===== config.mk =====
export PLATFORM = sky130hd
export DESIGN_NAME = fp_accum_n32
export DESIGN_NICKNAME = d
export VERILOG_FILES = /design/src/rtl/fp32_pkg.sv /design/src/rtl/fp_lzc28.sv /design/src/rtl/fp_accum_n32.sv
export SDC_FILE = /design/constraint.sdc
export NUM_CORES = 1
export LEC_CHECK = 0
export CORE_MARGIN = 1.5
export CORE_UTILIZATION = 57
export CTS_CLUSTER_SIZE = 28
export DETAILED_ROUTE_END_ITERATION = 10
export DONT_BUFFER_PORTS = 1
export PLACE_DENSITY = 0.72
export SLEW_MARGIN = 20
export SYNTH_ARGS = -nofsm -noshare
export SYNTH_HDL_FRONTEND = slang
export SYNTH_SLANG_ARGS = --single-unit

===== constraint.sdc =====
create_clock -name clk -period 12.4 [get_ports clk]
set_clock_uncertainty 0.2 [all_clocks]
set_input_delay 2.48 -clock clk [delete_from_list [all_inputs] [get_ports clk]]
set_output_delay 2.48 -clock clk [all_outputs]
set_load 0.05 [all_outputs]

===== src/rtl/fp32_pkg.sv =====
// Shared FP32 field layout, special encodings and FSM states for the FP32 accumulator.
// Also holds the extended-mantissa helper used by the align stage.
package fp32_pkg;

  localparam int N    = 32;
  localparam int E    = 8;
  localparam int MA   = 23;
  localparam int BIAS = 127;

  localparam int SIGN   = 31;
  localparam int EXP_HI = 30;
  localparam int EXP_LO = 23;
  localparam int M_HI   = 22;
  localparam int M_LO   = 0;

  localparam logic [7:0]  EXP_INF = 8'hFF;
  localparam logic [31:0] QNAN    = 32'h7FC00000;

  typedef enum logic [2:0] {
    IDLE  = 3'd0,
    ALIGN = 3'd1,
    ADD   = 3'd2,
    NORM  = 3'd3,
    ROUND = 3'd4,
    DONE  = 3'd5
  } state_e;

  // {hidden, fraction, G, R, S}; a zero exponent flushes the whole operand to zero.
  function automatic logic [26:0] ext27(input logic [31:0] w);
    return (w[EXP_HI:EXP_LO] == 8'd0) ? 27'd0 : {1'b1, w[M_HI:M_LO], 3'b000};
  endfunction

endpackage


===== src/rtl/fp_lzc28.sv =====
// Combinational leading-zero counter over a 28-bit magnitude; all-zero input yields 28.
module fp_lzc28 (
  input  logic [27:0] val,
  output logic [4:0]  lzc
);

  // Ascending scan so the most significant set bit is the last to write.
  always_comb begin
    lzc = 5'd28;
    for (int i = 0; i < 28; i++) begin
      if (val[i]) lzc = 5'(27 - i);
    end
  end

endmodule


===== src/rtl/fp_accum_n32.sv =====
// Sequential FP32 accumulator: one product per handshake, align/add/normalize/round
// with round-to-nearest-even, result and term count released on the last term.
module fp_accum_n32
  import fp32_pkg::*;
#(
  parameter int CNT_W = 16
) (
  input  logic             clk,
  input  logic             rst_n,
  input  logic             in_valid,
  output logic             in_ready,
  input  logic [N-1:0]     in_data,
  input  logic             in_last,
  output logic             out_valid,
  input  logic             out_ready,
  output logic [N-1:0]     out_data,
  output logic [CNT_W-1:0] out_count,
  output logic             busy
);

  state_e              state_q, state_d;
  logic [N-1:0]        op_q, op_d, acc_q, acc_d, spec_res_q, spec_res_d;
  logic                last_q, last_d, inf_q, inf_d, spec_q, spec_d;
  logic                sign_q, sign_d, sub_q, sub_d, zero_q, zero_d;
  logic                out_valid_q, out_valid_d;
  logic [CNT_W-1:0]    cnt_q, cnt_d;
  logic signed [9:0]   exp_q, exp_d;
  logic [27:0]         man_q, man_d;
  logic [26:0]         sman_q, sman_d;

  logic [30:0]         a_mag, b_mag;
  logic [31:0]         l_w, s_w;
  logic [26:0]         s_ext, mask, sh_val;
  logic [7:0]          diff;
  logic [4:0]          lzc, lzc_m1;
  logic                inc;
  logic [24:0]         m25;
  logic signed [9:0]   rexp;

  fp_lzc28 u_lzc (.val(man_q), .lzc(lzc));

  always_comb begin
    state_d     = state_q;
    op_d        = op_q;
    last_d      = last_q;
    cnt_d       = cnt_q;
    acc_d       = acc_q;
    inf_d       = inf_q;
    spec_d      = spec_q;
    spec_res_d  = spec_res_q;
    sign_d      = sign_q;
    sub_d       = sub_q;
    zero_d      = zero_q;
    exp_d       = exp_q;
    man_d       = man_q;
    sman_d      = sman_q;
    out_valid_d = out_valid_q;
    a_mag       = '0;
    b_mag       = '0;
    l_w         = '0;
    s_w         = '0;
    s_ext       = '0;
    mask        = '0;
    sh_val      = '0;
    diff        = '0;
    lzc_m1      = '0;
    inc         = 1'b0;
    m25         = '0;
    rexp        = '0;

    case (state_q)
      IDLE: begin
        if (in_valid) begin
          op_d    = in_data;
          last_d  = in_last;
          cnt_d   = (cnt_q == {CNT_W{1'b1}}) ? cnt_q : cnt_q + CNT_W'(1);
          state_d = ALIGN;
        end
      end

      ALIGN: begin
        a_mag = (acc_q[EXP_HI:EXP_LO] == 8'd0) ? 31'd0 : acc_q[30:0];
        b_mag = (op_q[EXP_HI:EXP_LO] == 8'd0) ? 31'd0 : op_q[30:0];
        l_w   = (b_mag > a_mag) ? op_q : acc_q;
        s_w   = (b_mag > a_mag) ? acc_q : op_q;
        s_ext = ext27(s_w);
        diff  = l_w[EXP_HI:EXP_LO] - s_w[EXP_HI:EXP_LO];
        if (diff >= 8'd27) begin
          sh_val = {26'd0, |s_ext};
        end else begin
          mask   = (27'd1 << diff) - 27'd1;
          sh_val = (s_ext >> diff) | {26'd0, |(s_ext & mask)};
        end
        sign_d = l_w[SIGN];
        sub_d  = l_w[SIGN] ^ s_w[SIGN];
        exp_d  = signed'({2'b00, l_w[EXP_HI:EXP_LO]});
        man_d  = {1'b0, ext27(l_w)};
        sman_d = sh_val;
        // Infinities bypass the datapath; a sticky inf holds until the result is drained.
        spec_d = inf_q | (op_q[EXP_HI:EXP_LO] == EXP_INF);
        if (inf_q) begin
          spec_res_d = ((op_q[EXP_HI:EXP_LO] == EXP_INF) && (acc_q != QNAN) &&
                        (op_q[SIGN] != acc_q[SIGN])) ? QNAN : acc_q;
        end else begin
          spec_res_d = {op_q[SIGN], EXP_INF, 23'd0};
        end
        state_d = ADD;
      end

      ADD: begin
        man_d  = sub_q ? (man_q - {1'b0, sman_q}) : (man_q + {1'b0, sman_q});
        zero_d = (man_d == 28'd0);
        if (zero_d) sign_d = 1'b0;
        state_d = NORM;
      end

      NORM: begin
        if (!zero_q) begin
          if (man_q[27]) begin
            man_d = {1'b0, man_q[27:2], man_q[1] | man_q[0]};
            exp_d = exp_q + 10'sd1;
          end else begin
            lzc_m1 = lzc - 5'd1;
            man_d  = man_q << lzc_m1;
            exp_d  = exp_q - signed'({5'd0, lzc_m1});
          end
          if (exp_d <= 10'sd0) zero_d = 1'b1;
        end
        state_d = ROUND;
      end

      ROUND: begin
        inc  = man_q[2] & (man_q[1] | man_q[0] | man_q[3]);
        m25  = {1'b0, man_q[26:3]} + {24'd0, inc};
        rexp = m25[24] ? exp_q + 10'sd1 : exp_q;
        if (spec_q) begin
          acc_d = spec_res_q;
          inf_d = 1'b1;
        end else if (zero_q) begin
          acc_d = {sign_q, 31'd0};
        end else if (rexp >= 10'sd255) begin
          acc_d = {sign_q, EXP_INF, 23'd0};
          inf_d = 1'b1;
        end else begin
          acc_d = {sign_q, rexp[7:0], m25[24] ? m25[23:1] : m25[22:0]};
        end
        state_d = last_q ? DONE : IDLE;
      end

      DONE: begin
        out_valid_d = 1'b1;
        if (out_valid_q && out_ready) begin
          out_valid_d = 1'b0;
          acc_d       = '0;
          cnt_d       = '0;
          inf_d       = 1'b0;
          state_d     = IDLE;
        end
      end

      default: state_d = IDLE;
    endcase
  end

  always_ff @(posedge clk or negedge rst_n) begin
    if (!rst_n) begin
      state_q     <= IDLE;
      op_q        <= '0;
      acc_q       <= '0;
      spec_res_q  <= '0;
      last_q      <= 1'b0;
      inf_q       <= 1'b0;
      spec_q      <= 1'b0;
      sign_q      <= 1'b0;
      sub_q       <= 1'b0;
      zero_q      <= 1'b0;
      out_valid_q <= 1'b0;
      cnt_q       <= '0;
      exp_q       <= '0;
      man_q       <= '0;
      sman_q      <= '0;
    end else begin
      state_q     <= state_d;
      op_q        <= op_d;
      acc_q       <= acc_d;
      spec_res_q  <= spec_res_d;
      last_q      <= last_d;
      inf_q       <= inf_d;
      spec_q      <= spec_d;
      sign_q      <= sign_d;
      sub_q       <= sub_d;
      zero_q      <= zero_d;
      out_valid_q <= out_valid_d;
      cnt_q       <= cnt_d;
      exp_q       <= exp_d;
      man_q       <= man_d;
      sman_q      <= sman_d;
    end
  end

  assign in_ready  = (state_q == IDLE);
  assign busy      = (state_q != IDLE);
  assign out_valid = out_valid_q;
  assign out_data  = acc_q;
  assign out_count = cnt_q;

endmodule


# [Yosys cells after proc, flatten, opt, wreduce, memory -nomap -nowiden]
# Cells that the tools add are included.
[word_totals] regBits=187 latch_bits=0 ram_bits=0 mem_bits_ro=0 in_bits=37 wordCells=152 n_memories=0
[op_classes] add_sub_neg=9 mul=0 div=0 n_lt_le_gt_ge=4 n_eq_ne=16 n_shift=3 muxes=72 n_bitwise=7 n_reduce_logical=26
[ops] cell="32-bit two-way mux" n=6
[ops] cell="31-bit two-way mux" n=4
[ops] cell="28-bit two-way mux" n=3
[ops] cell="28-bit case mux with 3 select lines" n=1
[ops] cell="27-bit two-way mux" n=3
[ops] cell="5-bit two-way mux" n=16
[ops] cell="32-bit case mux with 2 select lines" n=1
[ops] cell="27-bit OR reduction" n=2
[ops] cell="10-bit two-way mux" n=5
[ops] cell="16-bit two-way mux" n=3
[ops] cell="8-bit logical NOT" n=4
[ops] cell="4-bit two-way mux" n=8
[ops] cell="32-bit by 31-bit inequality test with 1-bit output, second input constant" n=1
[ops] cell="16-bit case mux with 2 select lines" n=1
[ops] cell="31-bit > comparator" n=1
[ops] cell="28-bit by 27-bit adder with 28-bit output" n=1
[ops] cell="28-bit logical NOT" n=1
[ops] cell="28-bit by 5-bit << shifter with 28-bit output" n=1
[ops] cell="28-bit by 27-bit subtractor with 28-bit output" n=1
[ops] cell="27-bit bitwise AND" n=1
[ops] cell="27-bit by 1-bit OR with 27-bit output" n=1
[ops] cell="1-bit by 8-bit << shifter with 27-bit output, first input constant" n=1
[ops] cell="27-bit by 8-bit >> shifter with 27-bit output" n=1
[ops] cell="27-bit by 1-bit subtractor with 27-bit output, second input constant" n=1
[ops] cell="other kinds (32)" n=69

# [Logic depth before layout (Yosys ltp)]
# Gate-level depths: netlist of run 1.
[logic_depth] ltp_word=37 ltp_mapped=35 mapped_depth_nobuf=25

# [Modules after synthesis]
# Synthesis of run 1 repeated with hierarchy kept, for this count alone.
[hier_totals] hier_cells=2280 hier_area_um2=17534.3
[by_module_without_submodules] mod="fp_accum_n32" instances=1 cells_each=2220 area_each_um2=17197.7 seq_area_each_um2=4679.5
[by_module_without_submodules] mod="fp_lzc28" instances=1 cells_each=60 area_each_um2=336.6 seq_area_each_um2=0.0

# [Worst setup path before layout of run 1]
# OpenSTA, ideal clock, no wires.
[synth_timing] path_type="reg-to-reg" start="register acc_q[27], in the netlist out_data[27]" end="register sman_q[14]" t_arrival_ns=6.576 required_time_ns=12.134 setup_slack_ns=5.558 stages_incl_launch_ff=31 path_buffers=7 period_less_slack_ns=6.842 cell_sequence="dfrtp_1 > clkbuf_1 > nor2_1 > nand4_1 > clkbuf_1 > clkbuf_1 > nand2_1 > ha_1 > a21o_1 > a21o_1 > a211o_1 > o21ai_2 > a21oi_2 > buf_6 > buf_2 > clkbuf_1 > buf_1 > nor2_1 > a22oi_1 > ha_1 > o21ai_0 > a21oi_1 > o21a_1 > a211oi_1 > mux2i_1 > xnor2_1 > nand3_2 > or4_1 > o22a_1 > mux2i_1 > a31o_1"
[synth_via] elab_chain_cells=9 word_cells_on_any_way=12
[synth_rtl] item="start: declaration" line_no="fp_accum_n32.sv:22" source="logic [N-1:0] op_q, op_d, acc_q, acc_d, spec_res_q, spec_res_d;"
[synth_rtl] item="start signal: assignment" line_no="fp_accum_n32.sv:169" source="acc_q <= '0;"
[synth_rtl] item="start signal: assignment" line_no="fp_accum_n32.sv:185" source="acc_q <= acc_d;"
[synth_rtl] item="parallel branches: the longest is 8 deep, another holds 31-bit > comparator"
[synth_rtl] item="27-bit two-way mux *" line_no="fp_accum_n32.sv:88" source="if (diff >= 8'd27) begin"
[synth_rtl] item="end signal: assignment" line_no="fp_accum_n32.sv:197" source="sman_q <= sman_d;"
[synth_rtl] item="end: declaration" line_no="fp_accum_n32.sv:29" source="logic [26:0] sman_q, sman_d;"
# Every way passes the cells marked *.
# A chain may end at the register's enable or synchronous reset.

# [Worst setup path in the final report of run 1]
[layout_timing] start="register acc_q[25], in the netlist out_data[25]" end="register sman_q[6]"
# The elaborated chain is that of the path after synthesis.

==> PnR_summary.wiki, run 1 <==
{| class="wikitable"
! Metric !! Value
|-
| EDFF count, synth || 0
|-
| Yosys warning count || 0
|-
| Critical path data arrival time || roughly 7.8 ns
|-
| Pin count of the biggest net entering global routing || 188
|-
| Depth of the most critical reg-to-reg path || 25
|-
| Wire length of the first global-routing pass || around 100,000 µm
|-
| Top-count cell post-synth || sky130_fd_sc_hd__nand2_1
|-
| RSZ-0062 raised after global routing || no
|-
| Clock input transition at the sequential cells of the worst setup and hold paths || approximately 0.08 ns
|-
| Die width || roughly 180 µm
|-
| Crit-path slowest cell || sky130_fd_sc_hd__dfrtp_1
|-
| M1 WL || 26,700 µm
|-
| Proportion of synthesized flip-flops having asynchronous set or reset || 1.00
|-
| Final worst-path cycle share || 0.612
|-
| Transition time at the pin with the least slew margin || ~1.1 ns
|-
| Highest Clock Rate || about 130 MHz
|-
| Maximum fanout count along the critical path || 36
|-
| Slowest cell delay on critical path || a little over 0.7 ns
|-
| Share of cells above drive strength 1 || 0.0876
|-
| Number of global-route vias before repair || approximately 18,000
|-
| TritonCTS clock tree || built
|-
| Post-synth top area cell || sky130_fd_sc_hd__dfrtp_1
|-
| Core region area || around 31,000 µm²
|-
| Sinks on the clock net || 187
|-
| Detailed router's first-iteration violation count || between 2,000 and 2,500
|-
| Endpoints failing hold || 0
|-
| Start of the worst register-to-register path || out_data[25]$_DFFE_PN0P_
|-
| Vias per std cell || 7.04
|-
| Post-detailed-placement half-perimeter wirelength || 49,200 µm
|-
| Met3 Wirelength || approximately 8600 µm
|-
| Count of nets left with antenna violations after detail routing || 0
|-
| Slew headroom || 0.287
|-
| Height of the die || about 180 µm
|-
| Insertion delay of the later-clocked pin in the worst-skew pair || 0.47 ns
|-
| Hold_sp || spec_res_q[24]$_DFFE_PN0P_
|-
| Overall die area || roughly 33,000 µm²
|-
| Finished Cell Area || 19,000 µm²
|-
| Crit path launch type || flop
|-
| FF+latch count, synth || about 190
|-
| Top cell type's share of synthesized area || 0.257
|-
| Clock Path Buffers || 2
|-
| Root buffer cell || sky130_fd_sc_hd__clkbuf_16
|-
| Antenna violations before repair || 0
|-
| Post-Syn Nets || about 2,500
|-
| Type of destination of the critical path || flop
|-
| Postcts setup bufs || 0
|-
| Buf+Inv Stages, Crit Path || 2
|-
| Max-cap violations || 0
|-
| IO Pins || between 80 and 90
|-
| GRT Residual Overflow || 0
|-
| Post-synth top flop || sky130_fd_sc_hd__dfrtp_1
|-
| IO Port Bufs || 0
|-
| CP Data Required Time || 12.60 ns
|-
| Number of cells upsized or downsized after cts || 0
|-
| Setup-failing EPs final || 0
|-
| Category of the most critical setup path || flop to flop
|-
| Num CTS Buffers || 17
|-
| Worst hold-check path type || flop to flop
|-
| GR Util All Layers || 0.410
|-
| Post-detailed-route DRC marker count || 0
|-
| Hold Path Sink || spec_res_q[24]$_DFFE_PN0P_
|-
| Row cnt || 65
|-
| Result of the run || completed
|-
| DR pass1 iterations || 6
|-
| Highest routed layer || met4
|-
| Aggregate negative setup slack || 0 ns
|-
| End of the worst register-to-register path || sman_q[6]$_DFFE_PN0P_
|-
| Top area cells in the synthesized netlist || sky130_fd_sc_hd__dfrtp_1 26%, sky130_fd_sc_hd__nand2_1 7.4%, sky130_fd_sc_hd__mux2i_1 6.3%, sky130_fd_sc_hd__o21ai_0 5.0%, sky130_fd_sc_hd__ha_1 4.7%
|-
| Count of vias placed by the detailed router || 18,900
|-
| Initial standard-cell utilization of the core || 0.578
|-
| Hold Path Stages || 2
|-
| Global placer's final weighted congestion || around 1.0
|-
| Standard cell area after detailed placement || 18,400 µm²
|-
| Category of cells accounting for the largest share of critical-path delay || simple AND/OR/NAND/NOR gates
|-
| Share of synthesized area occupied by flip-flops and latches || 0.257
|-
| Met2 wire length || around 29,000 µm
|-
| Yosys cell types || 95
|-
| Routed length per instance || 25.2 µm
|-
| Cell count after synthesis || roughly 2,400
|-
| Total of hold buffers inserted after clock tree synthesis || 0
|-
| Total wire length after detailed routing || ~68,000 µm
|-
| Minimum period implied by the final worst setup slack || around 7.6 ns
|-
| Commonest cells in the synthesized netlist || 360 x sky130_fd_sc_hd__nand2_1, 218 x sky130_fd_sc_hd__nor2_1, 187 x sky130_fd_sc_hd__dfrtp_1
|-
| Syn avg cell area || ~7.6 µm²
|-
| Slack of the worst reg-to-reg path || ~4.8 ns
|-
| Number of slew-limit violations in the final report || 0
|-
| Total Nets Final || 2,376
|-
| Area added between synthesis and finish || 4.56%
|-
| Netlist Area Pre-Place || between 15,000 and 20,000 µm²
|-
| H-tree depth || 4
|-
| WHS || between 0.2 and 0.3 ns
|}
[worst reg2reg max path, stage by stage, from the launching register on]
cell and delay [ns]:
sky130_fd_sc_hd__dfrtp_1 0.71, sky130_fd_sc_hd__nor4_1 0.48, sky130_fd_sc_hd__nand4_1 0.50, sky130_fd_sc_hd__buf_6 0.35
sky130_fd_sc_hd__nand2_1 0.12, sky130_fd_sc_hd__ha_1 0.29, sky130_fd_sc_hd__a211oi_1 0.21, sky130_fd_sc_hd__o21ai_0 0.12
sky130_fd_sc_hd__o221a_2 0.30, sky130_fd_sc_hd__o21ai_2 0.33, sky130_fd_sc_hd__a21oi_4 0.09, sky130_fd_sc_hd__buf_4 0.28
sky130_fd_sc_hd__nor2_1 0.20, sky130_fd_sc_hd__a22oi_1 0.12, sky130_fd_sc_hd__ha_1 0.30, sky130_fd_sc_hd__o21ai_0 0.19
sky130_fd_sc_hd__a21oi_1 0.09, sky130_fd_sc_hd__o21a_1 0.20, sky130_fd_sc_hd__a211oi_1 0.19, sky130_fd_sc_hd__mux2i_1 0.11
sky130_fd_sc_hd__xnor2_1 0.33, sky130_fd_sc_hd__nand4_1 0.56, sky130_fd_sc_hd__nor3_2 0.53, sky130_fd_sc_hd__nand2_1 0.29
sky130_fd_sc_hd__o31ai_1 0.30, sky130_fd_sc_hd__or3_1 0.14
[routing by layer]
metal  global-route usage  vias to the layer above
li1                     -                     8436
met1                0.550                     8942
met2                0.612                     1269
met3                0.112                      254
met4                0.198                        0
met5                    0                        -
[per-stage QoR]
stage	utilization	std cells	worst slack, ns
2_1_floorplan	-	2386	5.56
3_3_place_gp	0.584	2651	4.74
3_5_place_dp	0.584	2651	4.56
4_1_cts	0.604	2683	4.54
5_1_grt	0.604	2684	4.25
6_report	0.604	2685	4.81
[kinds of logic after synthesis]
logic type / after synthesis / share of synthesized area
compound gates: 637 / 0.229
xor+xnor: 101 / 0.0494
fa+ha+maj: 70 / 0.0490
buf+inv: 253 / 0.0545
flops: 187 / 0.257
mux: 180 / 0.115
simple gates: 958 / 0.246
[cell usage in the layout, fill, tap and decap left out, types with 19 or more instances in the layout]
cell,instances
sky130_fd_sc_hd__xnor2_1,68
sky130_fd_sc_hd__nand2b_1,20
sky130_fd_sc_hd__a21oi_1,118
sky130_fd_sc_hd__nand2_1,359
sky130_fd_sc_hd__nand4_1,38
sky130_fd_sc_hd__a22oi_1,31
sky130_fd_sc_hd__a211oi_1,40
sky130_fd_sc_hd__mux4_2,19
sky130_fd_sc_hd__dfrtp_1,187
sky130_fd_sc_hd__nor4_1,26
sky130_fd_sc_hd__o31ai_1,22
sky130_fd_sc_hd__xor2_1,29
sky130_fd_sc_hd__ha_1,68
sky130_fd_sc_hd__nor2b_1,22
sky130_fd_sc_hd__mux2_2,45
sky130_fd_sc_hd__inv_1,61
sky130_fd_sc_hd__a31oi_1,26
sky130_fd_sc_hd__nand3_1,67
sky130_fd_sc_hd__a21o_1,20
sky130_fd_sc_hd__o21ai_0,183
sky130_fd_sc_hd__o22ai_1,25
sky130_fd_sc_hd__and2_1,28
sky130_fd_sc_hd__nor3_1,88
sky130_fd_sc_hd__buf_4,52
sky130_fd_sc_hd__o211ai_1,24
sky130_fd_sc_hd__nor2_1,216
sky130_fd_sc_hd__mux2i_1,115
[worst max-delay path by stage]
stage,cells after the start,from,end
final,25,out_data[25]$_DFFE_PN0P_,sman_q[6]$_DFFE_PN0P_
after global routing,25,out_data[25]$_DFFE_PN0P_,sman_q[6]$_DFFE_PN0P_
after global placement,24,out_data[25]$_DFFE_PN0P_,sman_q[6]$_DFFE_PN0P_
after floorplan,30,out_data[27]$_DFFE_PN0P_,sman_q[14]$_DFFE_PN0P_
after CTS,24,out_data[25]$_DFFE_PN0P_,sman_q[6]$_DFFE_PN0P_
after detailed placement,24,out_data[25]$_DFFE_PN0P_,sman_q[6]$_DFFE_PN0P_
[final cells by class]
class                      instances  area [µm²]
timing repair buffer              53         402
multi-input combinational       1946       12600
clock buffer                      17         425
inverter                          64         240
antenna                            1        2.50
clock inverter                    15         203
fill                            2871       12500
sequential                       187        4680
tap                              402         503
[flip-flops by register name, summed over array words and instances, names as in the netlist, 3 cells and up]
| signal | count |
|---|---|
| exp_q | 10 |
| man_q | 28 |
| op_q | 32 |
| out_count | 16 |
| out_data | 32 |
| sman_q | 27 |
| spec_res_q | 32 |
| state_q | 3 |
Power of run 1 is left out: the tool's default activity adds up to more than one toggle a clock period on the data nets, which glitch-free logic cannot reach.
==> run 2, diff against run 1 <==
- ABC_AREA: default -> 1
- clock period: 12.4 -> 7.4 ns (I/O delays scaled with it)
==> run 2 against run 1 <==
Clock-buffer cell count stayed put; maximum frequency is 13% higher; design area is 4.1% lower; sequential share of layout area is 1.1 points higher; sequential cell count stayed put; critical path depth is 11 higher; highest routed layer is now met5; cell count is 13% higher; non-clock buffer count is 27 lower; first-iteration DRC count is 21% higher; wire length is 2.0% lower.
==> PnR_summary.wiki, run 2 <==
{| class="wikitable"
! Metric !! Value
|-
| Result of the run || completed
|-
| Post-detailed-placement half-perimeter wirelength || 50,500 µm
|-
| Post-Syn Nets || about 2,800
|-
| Slowest cell delay on critical path || between 0.6 and 0.7 ns
|-
| Count of nets left with antenna violations after detail routing || 0
|-
| Post-synth top flop || sky130_fd_sc_hd__dfrtp_1
|-
| Post-detailed-route DRC marker count || 0
|-
| Most frequent cell on the critical path || sky130_fd_sc_hd__nand2_1
|-
| Row cnt || 63
|-
| Area added between synthesis and finish || 5.10%
|-
| Clock Path Buffers || 2
|-
| Number of slew-limit violations in the final report || 0
|-
| Initial standard-cell utilization of the core || 0.582
|-
| Critical path data arrival time || slightly below 7 ns
|-
| Aggregate negative setup slack || 0 ns
|-
| Slack of the worst reg-to-reg path || 0.68 ns
|-
| CP Data Required Time || between 7 and 8 ns
|-
| TritonCTS clock tree || built
|-
| H-tree depth || 4
|-
| Minimum period implied by the final worst setup slack || roughly 6.7 ns
|-
| Max-cap violations || 0
|-
| End of the worst register-to-register path || sman_q[0]$_DFFE_PN0P_
|-
| Crit path launch type || flop
|-
| FF+latch count, synth || between 150 and 200
|-
| Most common library cell in the layout ignoring fill and taps || sky130_fd_sc_hd__nand2_1
|-
| Total wire length after detailed routing || 66,200 µm
|-
| Syn avg cell area || between 6 and 7 µm²
|-
| EDFF count, synth || 0
|-
| Depth of the most critical reg-to-reg path || 36
|-
| Pin count of the biggest net entering global routing || 188
|-
| Proportion of synthesized flip-flops having asynchronous set or reset || 1.00
|-
| Top cell type's share of synthesized area || 0.270
|-
| Antenna violations before repair || 5
|-
| Vias per std cell || approximately 6.4
|-
| Highest Clock Rate || approximately 150 MHz
|-
| Total Nets Final || roughly 2,700
|-
| Num CTS Buffers || 17
|-
| Commonest cells after routing, fill and taps aside || 670 x sky130_fd_sc_hd__nand2_1, 309 x sky130_fd_sc_hd__inv_1, 271 x sky130_fd_sc_hd__nor2_1
|-
| IO Port Bufs || 0
|-
| Core region area || 29,800 µm²
|-
| Top-count cell post-synth || sky130_fd_sc_hd__nand2_1
|-
| Wire length of the first global-routing pass || 102,000 µm
|-
| Overall die area || around 31,000 µm²
|-
| Die width || around 180 µm
|-
| Maximum fanout count along the critical path || 54
|-
| Share of cells above drive strength 1 || 0.0507
|-
| Total of hold buffers inserted after clock tree synthesis || 0
|-
| Height of the die || 177 µm
|-
| Count of vias placed by the detailed router || just under 20,000
|-
| Cell count after synthesis || about 2,700
|-
| Routed length per instance || around 22 µm
|-
| IO Pins || 88
|-
| Postcts setup bufs || 0
|-
| Netlist Area Pre-Place || 17,300 µm²
|-
| Commonest cells in the synthesized netlist || 672 x sky130_fd_sc_hd__nand2_1, 310 x sky130_fd_sc_hd__inv_1, 272 x sky130_fd_sc_hd__nor2_1
|-
| Crit. Startpoint || out_data[25]$_DFFE_PN0P_
|-
| Final worst-path cycle share || 0.908
|-
| Transition time at the pin with the least slew margin || ~1.1 ns
|-
| Share of synthesized area occupied by flip-flops and latches || 0.270
|-
| GRT Residual Overflow || 0
|-
| RSZ-0062 raised after global routing || no
|-
| Number of cells upsized or downsized after cts || 0
|-
| Top area cells in the synthesized netlist || sky130_fd_sc_hd__dfrtp_1 27%, sky130_fd_sc_hd__nand2_1 15%, sky130_fd_sc_hd__o21ai_0 7.0%, sky130_fd_sc_hd__inv_1 6.7%, sky130_fd_sc_hd__nor2_1 5.9%
|-
| Insertion delay of the later-clocked pin in the worst-skew pair || about 0.47 ns
|-
| DR pass1 iterations || 7
|-
| Post-synth top area cell || sky130_fd_sc_hd__dfrtp_1
|-
| Detailed router's first-iteration violation count || 2,735
|-
| Yosys warning count || 0
|-
| GR Util All Layers || 0.425
|-
| End of the critical path || sman_q[0]$_DFFE_PN0P_
|-
| Place WS || 0.636 ns
|-
| Sinks on the clock net || approximately 190
|-
| Root buffer cell || sky130_fd_sc_hd__clkbuf_16
|-
| Crit-path slowest cell || sky130_fd_sc_hd__dfrtp_1
|-
| WHS || slightly below 0.3 ns
|-
| Setup-failing EPs final || 0
|-
| Slew headroom || 0.259
|-
| Category of the most critical setup path || flop to flop
|-
| Type of destination of the critical path || flop
|-
| Worst hold-check path type || flop to flop
|-
| Number of global-route vias before repair || around 18,000
|-
| Final design utilization || 0.612
|-
| Global placer's final weighted congestion || roughly 1.0
|-
| Worst Setup Slack, final || 0.680 ns
|-
| Yosys cell types || between 60 and 70
|-
| Start of the worst register-to-register path || out_data[25]$_DFFE_PN0P_
|-
| Clock input transition at the sequential cells of the worst setup and hold paths || roughly 0.08 ns
|-
| Endpoints failing hold || 0
|}
run 2: cell types whose count changed in the layout (fill, tap and decap cells not counted), moves of 38 or more:
cell                      change
sky130_fd_sc_hd__inv_1      +248
sky130_fd_sc_hd__nor3_1      -52
sky130_fd_sc_hd__xnor2_1     -60
sky130_fd_sc_hd__nand3_1     +87
sky130_fd_sc_hd__o22ai_1     +38
sky130_fd_sc_hd__mux2i_1    -113
sky130_fd_sc_hd__nor2_1      +55
sky130_fd_sc_hd__o21ai_0     +58
sky130_fd_sc_hd__mux2_2      -42
sky130_fd_sc_hd__nand2_1    +311
run 2: worst min path at each step:
stage                          startpoint                    endpoint  depth (start not counted)
2_1_floorplan  spec_res_q[22]$_DFFE_PN0P_  spec_res_q[22]$_DFFE_PN0P_                          2
5_1_grt         spec_res_q[4]$_DFFE_PN0P_   spec_res_q[4]$_DFFE_PN0P_                          1
6_report       spec_res_q[22]$_DFFE_PN0P_  spec_res_q[22]$_DFFE_PN0P_                          2
4_1_cts        spec_res_q[22]$_DFFE_PN0P_  spec_res_q[22]$_DFFE_PN0P_                          2
3_5_place_dp   spec_res_q[22]$_DFFE_PN0P_  spec_res_q[22]$_DFFE_PN0P_                          2
3_3_place_gp   spec_res_q[22]$_DFFE_PN0P_  spec_res_q[22]$_DFFE_PN0P_                          2
run 2: final cells by class:
class / count / area, µm²
antenna: 5 / 12.5
clock inverter: 15 / 245
fill: 2895 / 11600
clock buffer: 17 / 425
inverter: 339 / 1280
timing repair buffer: 26 / 195
tap: 390 / 488
multi-input combinational: 2060 / 10900
sequential: 187 / 4680
run 2: worst max-delay path, delay by kind of cell, from the launching register on:
family / cells / cell delay (ns)
AOI/OAI and AO/OA: 4 / 0.56
adders and majority gates: 2 / 0.41
buffers and inverters: 5 / 1.13
DFF: 1 / 0.63
and+or+nand+nor: 25 / 3.64
run 2: metrics by stage:
| step | area, µm² | cells |
|---|---|---|
| 4_1_cts | 18200 | 3034 |
| 2_1_floorplan | 17300 | 2711 |
| 3_5_place_dp | 17500 | 3002 |
| 6_report | 18200 | 3039 |
| 5_1_grt | 18200 | 3036 |
| 3_3_place_gp | 17500 | 3002 |
run 2: layer usage:
| metal | vias to the layer above | routed length, µm | global-route usage |
|---|---|---|---|
| li1 | 8950 | - | - |
| met1 | 9099 | 26600 | 0.573 |
| met2 | 1261 | 28600 | 0.646 |
| met3 | 214 | 7930 | 0.101 |
| met4 | 4 | 3150 | 0.193 |
| met5 | - | 26 | 0 |
run 2: kinds of logic (layout without fill, tap and decap cells):
group / after synthesis / count (layout) / synth area share
simple gates: 1275 / 1275 / 0.317
compound gates: 638 / 638 / 0.218
buf+inv: 464 / 397 / 0.103
flops: 187 / 187 / 0.270
xor+xnor: 72 / 72 / 0.0374
fa+ha+maj: 70 / 70 / 0.0514
mux: 5 / 5 / 0.00310
other cells: 0 / 5 / 0
Power of run 2 is left out for the same reason.
